$ cat config.mk
export PLATFORM = sky130hd
export DESIGN_NAME = wb_cmd_master
export DESIGN_NICKNAME = d
export VERILOG_FILES = /design/src/rtl/wb_cmd_master.sv
export SDC_FILE = /design/constraint.sdc
export NUM_CORES = 1
export LEC_CHECK = 0
export ABC_AREA = 1
export BUFFER_PORTS_ARGS = -buffer_cell sky130_fd_sc_hd__clkbuf_2
export CAP_MARGIN = 25
export CORE_MARGIN = 5
export CORE_UTILIZATION = 35
export DETAILED_ROUTE_END_ITERATION = 8
export PLACE_DENSITY = 0.67
export SETUP_SLACK_MARGIN = 0.5
export SYNTH_ARGS = -nofsm -noshare
export SYNTH_HDL_FRONTEND = slang
export SYNTH_SLANG_ARGS = --single-unit
$ cat constraint.sdc
create_clock -name wb_clk_i -period 3.5 [get_ports wb_clk_i]
set_input_delay 0.175 -clock wb_clk_i [delete_from_list [all_inputs] [get_ports wb_clk_i]]
set_output_delay 0.175 -clock wb_clk_i [all_outputs]
set_load 0.02 [all_outputs]
$ cat src/rtl/wb_cmd_master.sv
// wb_cmd_master: Wishbone classic single-access initiator.
// Takes read/write commands on a valid/ready port, runs one Wishbone
// cycle per command with an optional stb-high timeout, and returns
// read data or a timeout error on a valid/ready response port.
// Every output is driven straight from a register.

module wb_cmd_master #(
  parameter int ADDR_W  = 32,
  parameter int DATA_W  = 32,
  parameter int TIMEOUT = 255,
  parameter int TO_W    = 8
) (
  input  logic                  wb_clk_i,
  input  logic                  wb_rst_i,
  // command port
  input  logic                  cmd_valid,
  output logic                  cmd_ready,
  input  logic                  cmd_we,
  input  logic [DATA_W/8-1:0]   cmd_sel,
  input  logic [ADDR_W-1:0]     cmd_adr,
  input  logic [DATA_W-1:0]     cmd_dat,
  // response port
  output logic                  rsp_valid,
  input  logic                  rsp_ready,
  output logic [DATA_W-1:0]     rsp_dat,
  output logic                  rsp_err,
  // Wishbone initiator side
  output logic                  wbm_cyc_o,
  output logic                  wbm_stb_o,
  output logic                  wbm_we_o,
  output logic [DATA_W/8-1:0]   wbm_sel_o,
  output logic [ADDR_W-1:0]     wbm_adr_o,
  output logic [DATA_W-1:0]     wbm_dat_o,
  input  logic                  wbm_ack_i,
  input  logic [DATA_W-1:0]     wbm_dat_i,
  // status
  output logic                  busy
);

  // Last counter value before the bus cycle is abandoned. Only
  // meaningful when TIMEOUT is non-zero.
  localparam logic [TO_W-1:0] TO_LAST = TO_W'(TIMEOUT - 1);
  localparam bit              TO_EN   = (TIMEOUT != 0);

  typedef enum logic [1:0] {
    ST_IDLE = 2'd0,
    ST_BUS  = 2'd1,
    ST_RESP = 2'd2
  } state_t;

  state_t                state_r;
  state_t                state_s;

  logic                  cmd_ready_r;
  logic                  rsp_valid_r;
  logic                  busy_r;
  logic [DATA_W-1:0]     rsp_dat_r,  rsp_dat_s;
  logic                  rsp_err_r,  rsp_err_s;
  logic                  cyc_r,      cyc_s;
  logic                  stb_r,      stb_s;
  logic                  we_r,       we_s;
  logic [DATA_W/8-1:0]   sel_r,      sel_s;
  logic [ADDR_W-1:0]     adr_r,      adr_s;
  logic [DATA_W-1:0]     dat_o_r,    dat_o_s;
  logic [TO_W-1:0]       cnt_r,      cnt_s;

  logic                  accept_s;
  logic                  timeout_s;
  logic                  rsp_done_s;

  // Handshake and abort qualifiers shared by the next-state and output logic.
  always_comb begin
    accept_s   = cmd_valid & cmd_ready_r;
    rsp_done_s = rsp_valid_r & rsp_ready;
    if (TO_EN) begin
      timeout_s = (cnt_r == TO_LAST);
    end else begin
      timeout_s = 1'b0;
    end
  end

  // State register; reset drops the in-flight transaction without a response.
  always_ff @(posedge wb_clk_i or posedge wb_rst_i) begin
    if (wb_rst_i) begin
      state_r <= ST_IDLE;
    end else begin
      state_r <= state_s;
    end
  end

  // Next-state decode; ack takes priority over a coincident timeout.
  always_comb begin
    state_s = state_r;
    case (state_r)
      ST_IDLE: begin
        if (accept_s) begin
          state_s = ST_BUS;
        end else begin
          state_s = ST_IDLE;
        end
      end
      ST_BUS: begin
        if (wbm_ack_i) begin
          state_s = ST_RESP;
        end else if (timeout_s) begin
          state_s = ST_RESP;
        end else begin
          state_s = ST_BUS;
        end
      end
      ST_RESP: begin
        if (rsp_done_s) begin
          state_s = ST_IDLE;
        end else begin
          state_s = ST_RESP;
        end
      end
      default: begin
        state_s = ST_IDLE;
      end
    endcase
  end

  // Next values of the bus and response registers; everything holds by default.
  always_comb begin
    rsp_dat_s = rsp_dat_r;
    rsp_err_s = rsp_err_r;
    cyc_s     = cyc_r;
    stb_s     = stb_r;
    we_s      = we_r;
    sel_s     = sel_r;
    adr_s     = adr_r;
    dat_o_s   = dat_o_r;
    cnt_s     = cnt_r;
    case (state_r)
      ST_IDLE: begin
        if (accept_s) begin
          // Write data is forwarded for reads too; the slave ignores it.
          cyc_s   = 1'b1;
          stb_s   = 1'b1;
          we_s    = cmd_we;
          sel_s   = cmd_sel;
          adr_s   = cmd_adr;
          dat_o_s = cmd_dat;
          cnt_s   = '0;
        end else begin
          cnt_s   = cnt_r;
        end
      end
      ST_BUS: begin
        if (wbm_ack_i) begin
          cyc_s     = 1'b0;
          stb_s     = 1'b0;
          rsp_err_s = 1'b0;
          if (we_r) begin
            rsp_dat_s = '0;
          end else begin
            rsp_dat_s = wbm_dat_i;
          end
        end else if (timeout_s) begin
          cyc_s     = 1'b0;
          stb_s     = 1'b0;
          rsp_err_s = 1'b1;
          rsp_dat_s = '0;
        end else begin
          cnt_s     = cnt_r + TO_W'(1);
        end
      end
      ST_RESP: begin
        // Response fields stay frozen until the consumer takes them.
        rsp_dat_s = rsp_dat_r;
        rsp_err_s = rsp_err_r;
      end
      default: begin
        cyc_s = 1'b0;
        stb_s = 1'b0;
      end
    endcase
  end

  // Output registers; handshake flags mirror the state being entered.
  always_ff @(posedge wb_clk_i or posedge wb_rst_i) begin
    if (wb_rst_i) begin
      cmd_ready_r <= 1'b0;
      rsp_valid_r <= 1'b0;
      busy_r      <= 1'b0;
      rsp_dat_r   <= '0;
      rsp_err_r   <= 1'b0;
      cyc_r       <= 1'b0;
      stb_r       <= 1'b0;
      we_r        <= 1'b0;
      sel_r       <= '0;
      adr_r       <= '0;
      dat_o_r     <= '0;
      cnt_r       <= '0;
    end else begin
      cmd_ready_r <= (state_s == ST_IDLE);
      rsp_valid_r <= (state_s == ST_RESP);
      busy_r      <= (state_s != ST_IDLE);
      rsp_dat_r   <= rsp_dat_s;
      rsp_err_r   <= rsp_err_s;
      cyc_r       <= cyc_s;
      stb_r       <= stb_s;
      we_r        <= we_s;
      sel_r       <= sel_s;
      adr_r       <= adr_s;
      dat_o_r     <= dat_o_s;
      cnt_r       <= cnt_s;
    end
  end

  assign cmd_ready = cmd_ready_r;
  assign rsp_valid = rsp_valid_r;
  assign rsp_dat   = rsp_dat_r;
  assign rsp_err   = rsp_err_r;
  assign wbm_cyc_o = cyc_r;
  assign wbm_stb_o = stb_r;
  assign wbm_we_o  = we_r;
  assign wbm_sel_o = sel_r;
  assign wbm_adr_o = adr_r;
  assign wbm_dat_o = dat_o_r;
  assign busy      = busy_r;

endmodule

==> flow_metrics.tcl <==
set metrics [dict create \
    drtPass1Iterations 4 \
    ys_ff_latch 116 \
    critPathKind "flip-flop to flip-flop" \
    path_cells "inv_2 -> nor2_4 -> nand2_2 -> nor2_4 -> nand2_1 -> nand2_1" \
    grtUsageTotal_pct 19.2 \
    syn_area_um2 4690 \
    highest_layer "met4" \
    grt.overflow.total 0 \
    wl_per_cell_um 14.2 \
    wl_met1_mm 5.60 \
    rsz0062_at_grt "false" \
    dp_slack_ns 1.39 \
    antenna_cells 0 \
    io_buffers 212 \
    wl_met3_um 804 \
    path_clk_slew_ns 0.05 \
    worst_slew_pin_slew_ns 0.767 \
    yosysUniqueCellTypes 24 \
    maxCapViolations 0 \
    crit_slowest_cell "nor2_4" \
    slew_viol_final 0 \
    gp_congestion 0.781 \
    max_freq_mhz 471 \
    final.period_utilization_pct 60.6 \
    yosysWarnings 0 \
    leakage_nw 4.26 \
    grt_max_degree 71 \
    antenna_found_initial 0 \
    place_area_um2 5890 \
    clk_latency_ns 0.41 \
    cp-end-kind "flip-flop" \
    setup-violations-final 0 \
    die_x_um 126 \
    row_count 42 \
    critPathLaunchType "flip-flop" \
    vias 4577 \
    die_h_um 126 \
    setup_tns_ns 0 \
    htree_levels 4 \
    drtIter0Drc 220 \
    max_stage_delay_ns 0.75 \
    root_buffer "clkbuf_16" \
    ant_nets 0 \
    start_util_pct 35.5 \
    grt_pass1_wl_mm 24.4 \
    hold_violations 0 \
    path_delay_family "simple AND/OR/NAND/NOR gates" \
    avgViaCountPerCell 4.44 \
    cts_sinks 116 \
    crit_fanout 37 \
    ir_drop_v 0.000389 \
    worst_clock_skew_ns 0.00722 \
    postSynthAreaPerCell_um2 8.86 \
    reg2reg_slack_ns 1.38 \
    slew_headroom_pct 48.7 \
    cts_buffer_depth 2 \
    design_area_um2 7540 \
    coreArea_um2 13200 \
    fin_crit_ns 2.12 \
    cts_setup_buffers 0 \
    arrival_ns 2.47 \
    post-route-util_pct 57.2 \
    route.detailed.drc 0 \
    dieArea_um2 15800 \
    dp_hpwl_mm 8.77 \
    drt_wl_total_mm 14.7 \
    timing.critical_path.required_ns 3.84 \
    tritoncts "yes" \
    grt_pass1_vias 5034 \
    cp.buffers_inverters 1 \
    nNetsFinal 951 \
    num_io_pins 213 \
    hold_path_class "input pin to flip-flop" \
    synth_nets 637 \
    met2_length_mm 7.60 \
    syn_inst 529 \
    status "complete, no violations" \
    layout-drive-gt1-share_pct 31.2 \
    p_per_area_nw_per_um2 888 \
    setup_ws_ns 1.38 \
    cts_resized 0 \
    syn2layout_area_growth_pct 60.9 \
    yosysSeqAreaShare_pct 61.9 \
    cts_buffers 17 \
]
## flip-flops by register name (all words and copies together), names as in the netlist
name	cells
wbm_adr_o	32
rsp_err	1
wbm_we_o	1
rsp_valid	1
rsp_dat	32
wbm_dat_o	32
state_r	2
cmd_ready	1
busy	1
wbm_stb_o	1
wbm_sel_o	4
cnt_r	8
## tightest hold or removal path: stages
cell and delay [ns]:
clkbuf_2 0.08, nand2_1 0.06, nand3_1 0.14, nand3_1 0.09
## where the power goes
part | switching, W | total [W] | internal [W]
sequential | 0.000358 | 0.00230 | 0.00195
combinational | 0.00172 | 0.00257 | 0.000845
clock | 0.000595 | 0.00182 | 0.00123
total | 0.00268 | 0.00669 | 0.00402
## metrics by stage
step,std cells,hold WS (ns),power [W]
detailed placement,898,0.161,0.00478
global placement,897,0.369,0.00473
global route,1032,0.208,0.00711
CTS,1032,0.175,0.00672
floorplan,529,0.285,0.00385
finish,1032,0.180,0.00669
## layer usage
layer | global-route usage, % | up-vias
li1 | - | 2249
met1 | 20.6 | 2110
met2 | 33.6 | 166
met3 | 5.72 | 52
met4 | 10.8 | 0
met5 | 0 | -
## what timing repair did
action | 4_1_cts | 5_1_grt
hold endpoints to repair | 114 | 0
endpoints found under the setup margin | 0 | 0
hold buffers | 102 | 0
## synthesized netlist by cell type (all sizes together)
library cell	count	area [µm²]
nand4	1	6.26
xnor2	1	8.76
nand2	311	1180
inv	14	52.6
nand3	45	258
dfrtp	116	2900
a21oi	1	8.76
nor2	12	81.3
a21boi	1	7.51
ha	2	25.0
o21bai	1	7.51
buf	22	141
clkbuf	2	7.51
## logic make-up (layout without fill, tap and decap cells)
family	count (synthesis)	after routing	synth area share [%]
xor+xnor	1	1	0.187
flops	116	116	61.9
simple gates	369	369	32.5
buf+inv	38	365	4.30
compound gates	3	3	0.507
fa+ha+maj	2	2	0.534
## placed cells by master, fill, tap and decap left out, drive strengths merged
cell and n:
nand4 1, ha 2, nor2 12, clkinvlp 3
nand3 45, bufinv 3, clkinv 3, nand2 311
o21bai 1, xnor2 1, a21boi 1, inv 13
dfrtp 116, buf 5, clkbuf 236, a21oi 1
dlygate4sd3 102
## cell type report
cell class	instances	area, µm²
inverters	14	56.3
repair buffers	319	2140
well taps	176	220
clock buffers	24	512
clock inverters	8	120
multi-input cells	375	1590
fillers	1115	5650
flip-flops and latches	116	2900
## worst paths after layout
path / start / endpoint / cells after the start
max in group asynchronous: wb_rst_i / rsp_dat[29] / 5
max reg2reg: state_r[0] / rsp_dat[18] / 6
max: state_r[0] / rsp_dat[18] / 6
min: rsp_ready / rsp_valid / 4
min in group asynchronous: wb_rst_i / wbm_dat_o[23] / 3
min reg2reg: wbm_dat_o[5] / wbm_dat_o[5] / 2
No activity file was read; power rests on OpenSTA's default activity.
